$ cat src/rtl/hazard_pkg.sv
// hazard_pkg: shared types and constants for the pipeline hazard sequencer.
//   hz_state_e : sequencer states (RUN, MEM_WAIT, DRAIN, HALTED)
//   REG_ZERO   : index of the hard-wired zero register
//   OPC_*      : RV32I major opcodes shared with the main decoder
package hazard_pkg;

    typedef enum logic [1:0] {
        RUN      = 2'd0,
        MEM_WAIT = 2'd1,
        DRAIN    = 2'd2,
        HALTED   = 2'd3
    } hz_state_e;

    localparam int unsigned REG_ZERO = 0;

    localparam logic [6:0] OPC_LOAD   = 7'b0000011;
    localparam logic [6:0] OPC_STORE  = 7'b0100011;
    localparam logic [6:0] OPC_BRANCH = 7'b1100011;
    localparam logic [6:0] OPC_JAL    = 7'b1101111;
    localparam logic [6:0] OPC_JALR   = 7'b1100111;
    localparam logic [6:0] OPC_OP     = 7'b0110011;
    localparam logic [6:0] OPC_OP_IMM = 7'b0010011;

endpackage

$ cat src/rtl/hazard_perf_cnt.sv
// hazard_perf_cnt: pair of saturating event counters.
// Built only when HAZARD_PERF_EN is defined.
//   clk      in   core clock
//   rst      in   asynchronous active-high reset, clears both counters
//   freeze_i in   hold both counters
//   inc_a_i  in   increment counter A this cycle
//   inc_b_i  in   increment counter B this cycle
//   cnt_a_o  out  counter A (saturates at all-ones)
//   cnt_b_o  out  counter B (saturates at all-ones)
module hazard_perf_cnt #(
    parameter int unsigned CNT_W = 32
) (
    input  logic             clk,
    input  logic             rst,
    input  logic             freeze_i,
    input  logic             inc_a_i,
    input  logic             inc_b_i,
    output logic [CNT_W-1:0] cnt_a_o,
    output logic [CNT_W-1:0] cnt_b_o
);

    logic [CNT_W-1:0] cnt_a_q;
    logic [CNT_W-1:0] cnt_b_q;

    always_ff @(posedge clk or posedge rst) begin
        if (rst) begin
            cnt_a_q <= '0;
            cnt_b_q <= '0;
        end else if (!freeze_i) begin
            if (inc_a_i && (cnt_a_q != '1)) cnt_a_q <= cnt_a_q + 1'b1;
            if (inc_b_i && (cnt_b_q != '1)) cnt_b_q <= cnt_b_q + 1'b1;
        end
    end

    assign cnt_a_o = cnt_a_q;
    assign cnt_b_o = cnt_b_q;

endmodule

$ cat src/rtl/pipeline_hazard_ctrl.sv
// pipeline_hazard_ctrl: stall/flush/bubble sequencer for the 5-stage RISC-V core.
// Handles load-use stalls, EX-stage redirects, data-memory waits with timeout
// and the HALT drain sequence.
// Optional feature macro: HAZARD_PERF_EN (builds stall/flush perf counters;
// otherwise stall_cnt/flush_cnt read 0).
// Ports:
//   clk, reset          core clock, asynchronous active-high reset
//   id_rs1/id_rs2       ID source registers, id_use_rs1/id_use_rs2 their use flags
//   id_halt             ID instruction is HALT
//   ex_mem_read, ex_rd  load in EX and its destination
//   ex_redirect         EX resolves taken branch / JAL / JALR
//   mem_req, dmem_ready MEM stage access and data-memory completion
//   pc_stall .. mem_wb_bubble  combinational pipeline controls
//   halted, mem_err     registered status (mem_err sticky until reset)
//   stall_cnt/flush_cnt perf counters
module pipeline_hazard_ctrl
    import hazard_pkg::*;
#(
    parameter int unsigned REG_AW       = 5,
    parameter int unsigned DRAIN_CYCLES = 3,
    parameter int unsigned MEM_TIMEOUT  = 64,
    parameter int unsigned CNT_W        = 32
) (
    input  logic              clk,
    input  logic              reset,
    input  logic [REG_AW-1:0] id_rs1,
    input  logic [REG_AW-1:0] id_rs2,
    input  logic              id_use_rs1,
    input  logic              id_use_rs2,
    input  logic              id_halt,
    input  logic              ex_mem_read,
    input  logic [REG_AW-1:0] ex_rd,
    input  logic              ex_redirect,
    input  logic              mem_req,
    input  logic              dmem_ready,
    output logic              pc_stall,
    output logic              if_id_stall,
    output logic              if_id_flush,
    output logic              id_ex_stall,
    output logic              id_ex_flush,
    output logic              ex_mem_stall,
    output logic              mem_wb_bubble,
    output logic              halted,
    output logic              mem_err,
    output logic [CNT_W-1:0]  stall_cnt,
    output logic [CNT_W-1:0]  flush_cnt
);

    localparam int unsigned WAIT_W = $clog2(MEM_TIMEOUT + 1);
    localparam int unsigned DRN_W  = $clog2(DRAIN_CYCLES + 1);

    hz_state_e         state_q, state_d;
    logic              ret_drain_q, ret_drain_d;
    logic [WAIT_W-1:0] wait_q, wait_d;
    logic [DRN_W-1:0]  drain_q, drain_d;
    logic              halted_q, halted_d;
    logic              mem_err_q, mem_err_d;

    logic memwait, in_drain, load_use;
    logic pc_stall_c, if_id_stall_c, if_id_flush_c;
    logic id_ex_stall_c, id_ex_flush_c, ex_mem_stall_c, mem_wb_bubble_c;

    always_comb begin
        memwait  = mem_req & ~dmem_ready & (state_q != HALTED);
        // MEM_WAIT entered from DRAIN resumes draining on the release cycle.
        in_drain = (state_q == DRAIN) | ((state_q == MEM_WAIT) & ret_drain_q);
        load_use = ex_mem_read & (ex_rd != REG_AW'(REG_ZERO)) &
                   ((id_use_rs1 & (id_rs1 == ex_rd)) | (id_use_rs2 & (id_rs2 == ex_rd)));

        pc_stall_c      = 1'b0;
        if_id_stall_c   = 1'b0;
        if_id_flush_c   = 1'b0;
        id_ex_stall_c   = 1'b0;
        id_ex_flush_c   = 1'b0;
        ex_mem_stall_c  = 1'b0;
        mem_wb_bubble_c = 1'b0;

        state_d     = state_q;
        ret_drain_d = ret_drain_q;
        wait_d      = wait_q;
        drain_d     = drain_q;
        halted_d    = halted_q;
        mem_err_d   = mem_err_q;

        if (state_q == HALTED) begin
            pc_stall_c      = 1'b1;
            if_id_stall_c   = 1'b1;
            id_ex_stall_c   = 1'b1;
            ex_mem_stall_c  = 1'b1;
            mem_wb_bubble_c = 1'b1;
        end else if (memwait) begin
            pc_stall_c      = 1'b1;
            if_id_stall_c   = 1'b1;
            id_ex_stall_c   = 1'b1;
            ex_mem_stall_c  = 1'b1;
            mem_wb_bubble_c = 1'b1;
            if (state_q == MEM_WAIT) begin
                // wait_q already counts the entry cycle, so this is wait cycle wait_q+1.
                if (wait_q == WAIT_W'(MEM_TIMEOUT - 1)) begin
                    state_d   = HALTED;
                    halted_d  = 1'b1;
                    mem_err_d = 1'b1;
                end else begin
                    wait_d = wait_q + 1'b1;
                end
            end else begin
                state_d     = MEM_WAIT;
                ret_drain_d = (state_q == DRAIN);
                wait_d      = WAIT_W'(1);
            end
        end else begin
            wait_d      = '0;
            ret_drain_d = 1'b0;
            if (in_drain) begin
                pc_stall_c    = 1'b1;
                if_id_flush_c = 1'b1;
                id_ex_flush_c = 1'b1;
                if (drain_q <= DRN_W'(1)) begin
                    state_d  = HALTED;
                    halted_d = 1'b1;
                    drain_d  = '0;
                end else begin
                    state_d = DRAIN;
                    drain_d = drain_q - 1'b1;
                end
            end else begin
                state_d = RUN;
                if (ex_redirect) begin
                    if_id_flush_c = 1'b1;
                    id_ex_flush_c = 1'b1;
                end else if (id_halt) begin
                    pc_stall_c    = 1'b1;
                    if_id_flush_c = 1'b1;
                    id_ex_flush_c = 1'b1;
                    state_d       = DRAIN;
                    drain_d       = DRN_W'(DRAIN_CYCLES);
                end else if (load_use) begin
                    pc_stall_c    = 1'b1;
                    if_id_stall_c = 1'b1;
                    id_ex_flush_c = 1'b1;
                end
            end
        end
    end

    always_ff @(posedge clk or posedge reset) begin
        if (reset) begin
            state_q     <= RUN;
            ret_drain_q <= 1'b0;
            wait_q      <= '0;
            drain_q     <= '0;
            halted_q    <= 1'b0;
            mem_err_q   <= 1'b0;
        end else begin
            state_q     <= state_d;
            ret_drain_q <= ret_drain_d;
            wait_q      <= wait_d;
            drain_q     <= drain_d;
            halted_q    <= halted_d;
            mem_err_q   <= mem_err_d;
        end
    end

    assign pc_stall      = pc_stall_c      & ~reset;
    assign if_id_stall   = if_id_stall_c   & ~reset;
    assign if_id_flush   = if_id_flush_c   & ~reset;
    assign id_ex_stall   = id_ex_stall_c   & ~reset;
    assign id_ex_flush   = id_ex_flush_c   & ~reset;
    assign ex_mem_stall  = ex_mem_stall_c  & ~reset;
    assign mem_wb_bubble = mem_wb_bubble_c & ~reset;
    assign halted        = halted_q;
    assign mem_err       = mem_err_q;

`ifdef HAZARD_PERF_EN
    hazard_perf_cnt #(
        .CNT_W(CNT_W)
    ) u_perf (
        .clk      (clk),
        .rst      (reset),
        .freeze_i (state_q == HALTED),
        .inc_a_i  (pc_stall),
        .inc_b_i  (if_id_flush),
        .cnt_a_o  (stall_cnt),
        .cnt_b_o  (flush_cnt)
    );
`else
    assign stall_cnt = '0;
    assign flush_cnt = '0;
`endif

endmodule

$ cat config.mk
export PLATFORM = sky130hd
export DESIGN_NAME = pipeline_hazard_ctrl
export DESIGN_NICKNAME = d
export VERILOG_FILES = /design/src/rtl/hazard_pkg.sv /design/src/rtl/hazard_perf_cnt.sv /design/src/rtl/pipeline_hazard_ctrl.sv
export SDC_FILE = /design/constraint.sdc
export NUM_CORES = 1
export LEC_CHECK = 0
export BUFFER_PORTS_ARGS = -buffer_cell sky130_fd_sc_hd__buf_2
export CAP_MARGIN = 20
export CORE_ASPECT_RATIO = 1.75
export CORE_MARGIN = 1.5
export CORE_UTILIZATION = 42
export DETAILED_ROUTE_END_ITERATION = 8
export PLACE_DENSITY = 0.77
export SLEW_MARGIN = 20
export SYNTH_ARGS = -nofsm -noshare
export SYNTH_HDL_FRONTEND = slang
export SYNTH_HIERARCHICAL = 1
export SYNTH_SLANG_ARGS = --single-unit
export TNS_END_PERCENT = 10
$ cat constraint.sdc
create_clock -name clk -period 1.6 [get_ports clk]
set_input_delay 0.16 -clock clk [delete_from_list [all_inputs] [get_ports clk]]
set_output_delay 0.16 -clock clk [all_outputs]
set_load 0.1 [all_outputs]
==> summary.txt <==
Vias in the first global route = 973
# IOs = 97
Final Cell Area = 1770 µm²
Most common cell after layout, fill and taps aside = conb_1
Area of the multi-input gates = 902 µm²
Critical path class = register to output pin
Antenna Nets Post-Route = 0
Grt met1 use = 0.144
Largest family of logic cells by synthesized area = buffers and inverters
Tmin final = 1730 ps
#FFs+latches synth = 14
Iter 0 DRT Violations = 10
Switching Share = 0.582
Die Footprint = 3790 µm²
Critical path endpoint category = output pin
Post-synth ARST share = 1.00
Global route total overflow = 0
EDFF count, synth = 0
Hold_buf cts = 0
Seq pwr share = 0.176
Cell Pwr Density = 1600 nW/µm²
Gr busiest metal = met2
CTS tree = yes
Vias per inst = 4.45
Prevailing post-synth register cell = dfrtp_1
DRC = 0
CTS root buf = clkbuf_8
Top cells by area, synth = buf_4, dfrtp_1, xor2_1
Delay-heaviest family, CP = flip-flops
Yosys cell types = 41
Pint = 1.19 mW
Initial Util = 0.447
Total Wirelength = 2.71 mm
Outcome = finished with violations
Clock transition at path regs = 60 ps
Core area = 3210 µm²
First-pass GRT wire length = 3.90 mm
Hold Path Class = input port to asynchronous set/reset pin
CP Launch Type = register
NumNets Final = 243
H-tree depth = 1
Max stage delay on crit path = 440 ps
Clock share of power = 0.121
Final setup fails = 4
Xor/xnor share of the synthesized area = 0.0611
DR pass1 iterations = 4
Largest net degree at the start of global routing = 15
Non-Filler Instances = 260
Area post-placement = 1670 µm²
Vert. Die Dim = 80.3 µm
RSZ-0062 raised after global routing = true
Biggest area consumer among synthesized cells = buf_4
Max Fclk = 577 MHz
RD Place Congestion = 0.776
Highest-delay cell along the critical path = dfrtp_2
Clk_skew = 4.45 ps
Compound-Gate Fraction of Synth Area = 0.166
Skew-Pair Late Insertion Delay = 250 ps
Rows = 27
Post-Syn Instances = 169
Initial antenna violation count = 0
Layout cells sized above 1 = 0.336
Share of the synthesized area in the top cell type = 0.351
Via count = 1158
Ys Warns = 6
Overall Global Routing Usage = 0.142
Die W = 47.2 µm
Post-synthesis mux area share = 0
Final hold viol count = 0
Diode count = 0
Critical Path RT = 1440 ps
Mapped Avg Cell Area = 8.48 µm²
Bufs and invs on worst path = 2
Fraction of the mapped netlist area in adder cells = 0.00873
Wire per inst = 10.4 µm
Slew Limit Headroom = 0.628
Clock Path Buffers = 2
Register area = 352 µm²
Fin util = 0.553
Synthesis-to-finish area growth = 23.7%
Crit-path cells = and3b_2, nor4_4, buf_4, o32ai_4, buf_12
Sw Pwr = 1.65 mW
Max-cap violations = 0
Number of port buffers = 32
Simple-gate share of the synthesized area = 0.154
P_leak = 0.870 nW
Critical Path Fanout Max = 5
Setup TNS = -450 ps
Met2 GRT Util = 0.268
Seq/Total Area, Yosys = 0.244
Num CTS Buffers = 3
Total Power = 2.84 mW
Peak supply drop = 0.000956 V
Actual slew at the worst max-slew pin = 557 ps
Clock Sinks = 14
Pins Over Slew Limit = 0
Cell area after synthesis = 1430 µm²
HPWL Detailed = 2.24 mm
Failing checks = negative setup slack
Arr. time, crit path = 1570 ps
Routing usage on met3 = 0.0157
Gate power share = 0.703
Placed cell count = 254
Final period util = 1.08
FILL cells = 302
Most frequent cells in the layout = conb_1, buf_2, buf_4
Setup ws final = -134 ps
[cell families (layout without fill, tap and decap cells)]
logic type,count (synthesis),after routing
compound gates,36,36
other cells,1,64
simple gates,36,36
fa+ha+maj,1,1
xor+xnor,10,10
buf+inv,71,56
flops,14,14
[power groups by stage]
| stage | combinational, mW | clock [mW] | sequential (mW) |
|---|---|---|---|
| 6_report | 2.00 | 0.344 | 0.499 |
| 5_1_grt | 2.09 | 0.366 | 0.513 |
| 4_1_cts | 2.00 | 0.355 | 0.501 |
| 3_5_place_dp | 1.93 | 0 | 0.507 |
| 3_3_place_gp | 1.92 | 0 | 0.503 |
| 2_1_floorplan | 1.56 | 0 | 0.558 |
[metal layers]
metal	share of wire	routed length, µm
met2	0.55	1500
met4	0.015	42
met5	0	0
met3	0.075	204
met1	0.35	962
[through the flow]
stage               hold slack, ps  worst slack (ps)
floorplan                     72.3              -333
CTS                           63.9              -155
global placement               308              -132
detailed placement             310             -97.1
global route                   111              -224
finish                        57.1              -134
[sequential cells by signal (all words and copies together) (netlist names)]
| signal | cells |
|---|---|
| drain_q | 2 |
| ret_drain_q | 1 |
| wait_q | 7 |
| state_q | 2 |
| mem_err | 1 |
| halted | 1 |
[layout make-up]
type,count,area share
inverter,2,0.00423
multi-input combinational,147,0.508
clock buffer,4,0.0310
sequential,14,0.198
tap,43,0.0303
timing repair buffer,50,0.228
[cell usage after synthesis, types with 2 or more instances]
library cell  count
o21ai_0           9
o31ai_1           5
a41oi_1           2
nor2b_1           2
nor4_2            2
nand3_1           4
nand2b_1          2
a21oi_1           8
dfrtp_1          14
a21o_1            2
nand2_1           6
nor4_1            2
xor2_1            8
xnor2_1           2
nor3_2            2
buf_2             2
nor2_1            6
inv_1             2
buf_4            67
[worst paths after layout]
path / from / cells past startpoint / slack [ps] / end
worst max-delay path: state_q[0] / 5 / -130 / id_ex_flush
worst min-delay path: reset / 3 / 60 / state_q[0]
worst max register to register: wait_q[0] / 5 / 110 / wait_q[0]
worst min register to register: mem_err / 1 / 450 / mem_err
max in group asynchronous: reset / 3 / 1360 / state_q[0]
min in group clk: dmem_ready / 5 / 350 / ret_drain_q
[what timing repair did]
action                                  in CTS  in global routing
pin swaps                                    4                  2
buffers inserted                             2                  0
endpoints found under the setup margin       7                 11
resized for setup                            6                  3
endpoints found under the hold margin        0                  0
cloned                                       0                  0
[worst register-to-register path: cells and delay by family (launching register included)]
family                   cells  cell delay (ps)
AND/OR/NAND/NOR              2              500
flip-flops                   1              410
AO/OA/AOI/OAI                2              270
adder cells (fa/ha/maj)      1              250
No activity file was read; power rests on OpenSTA's default activity.
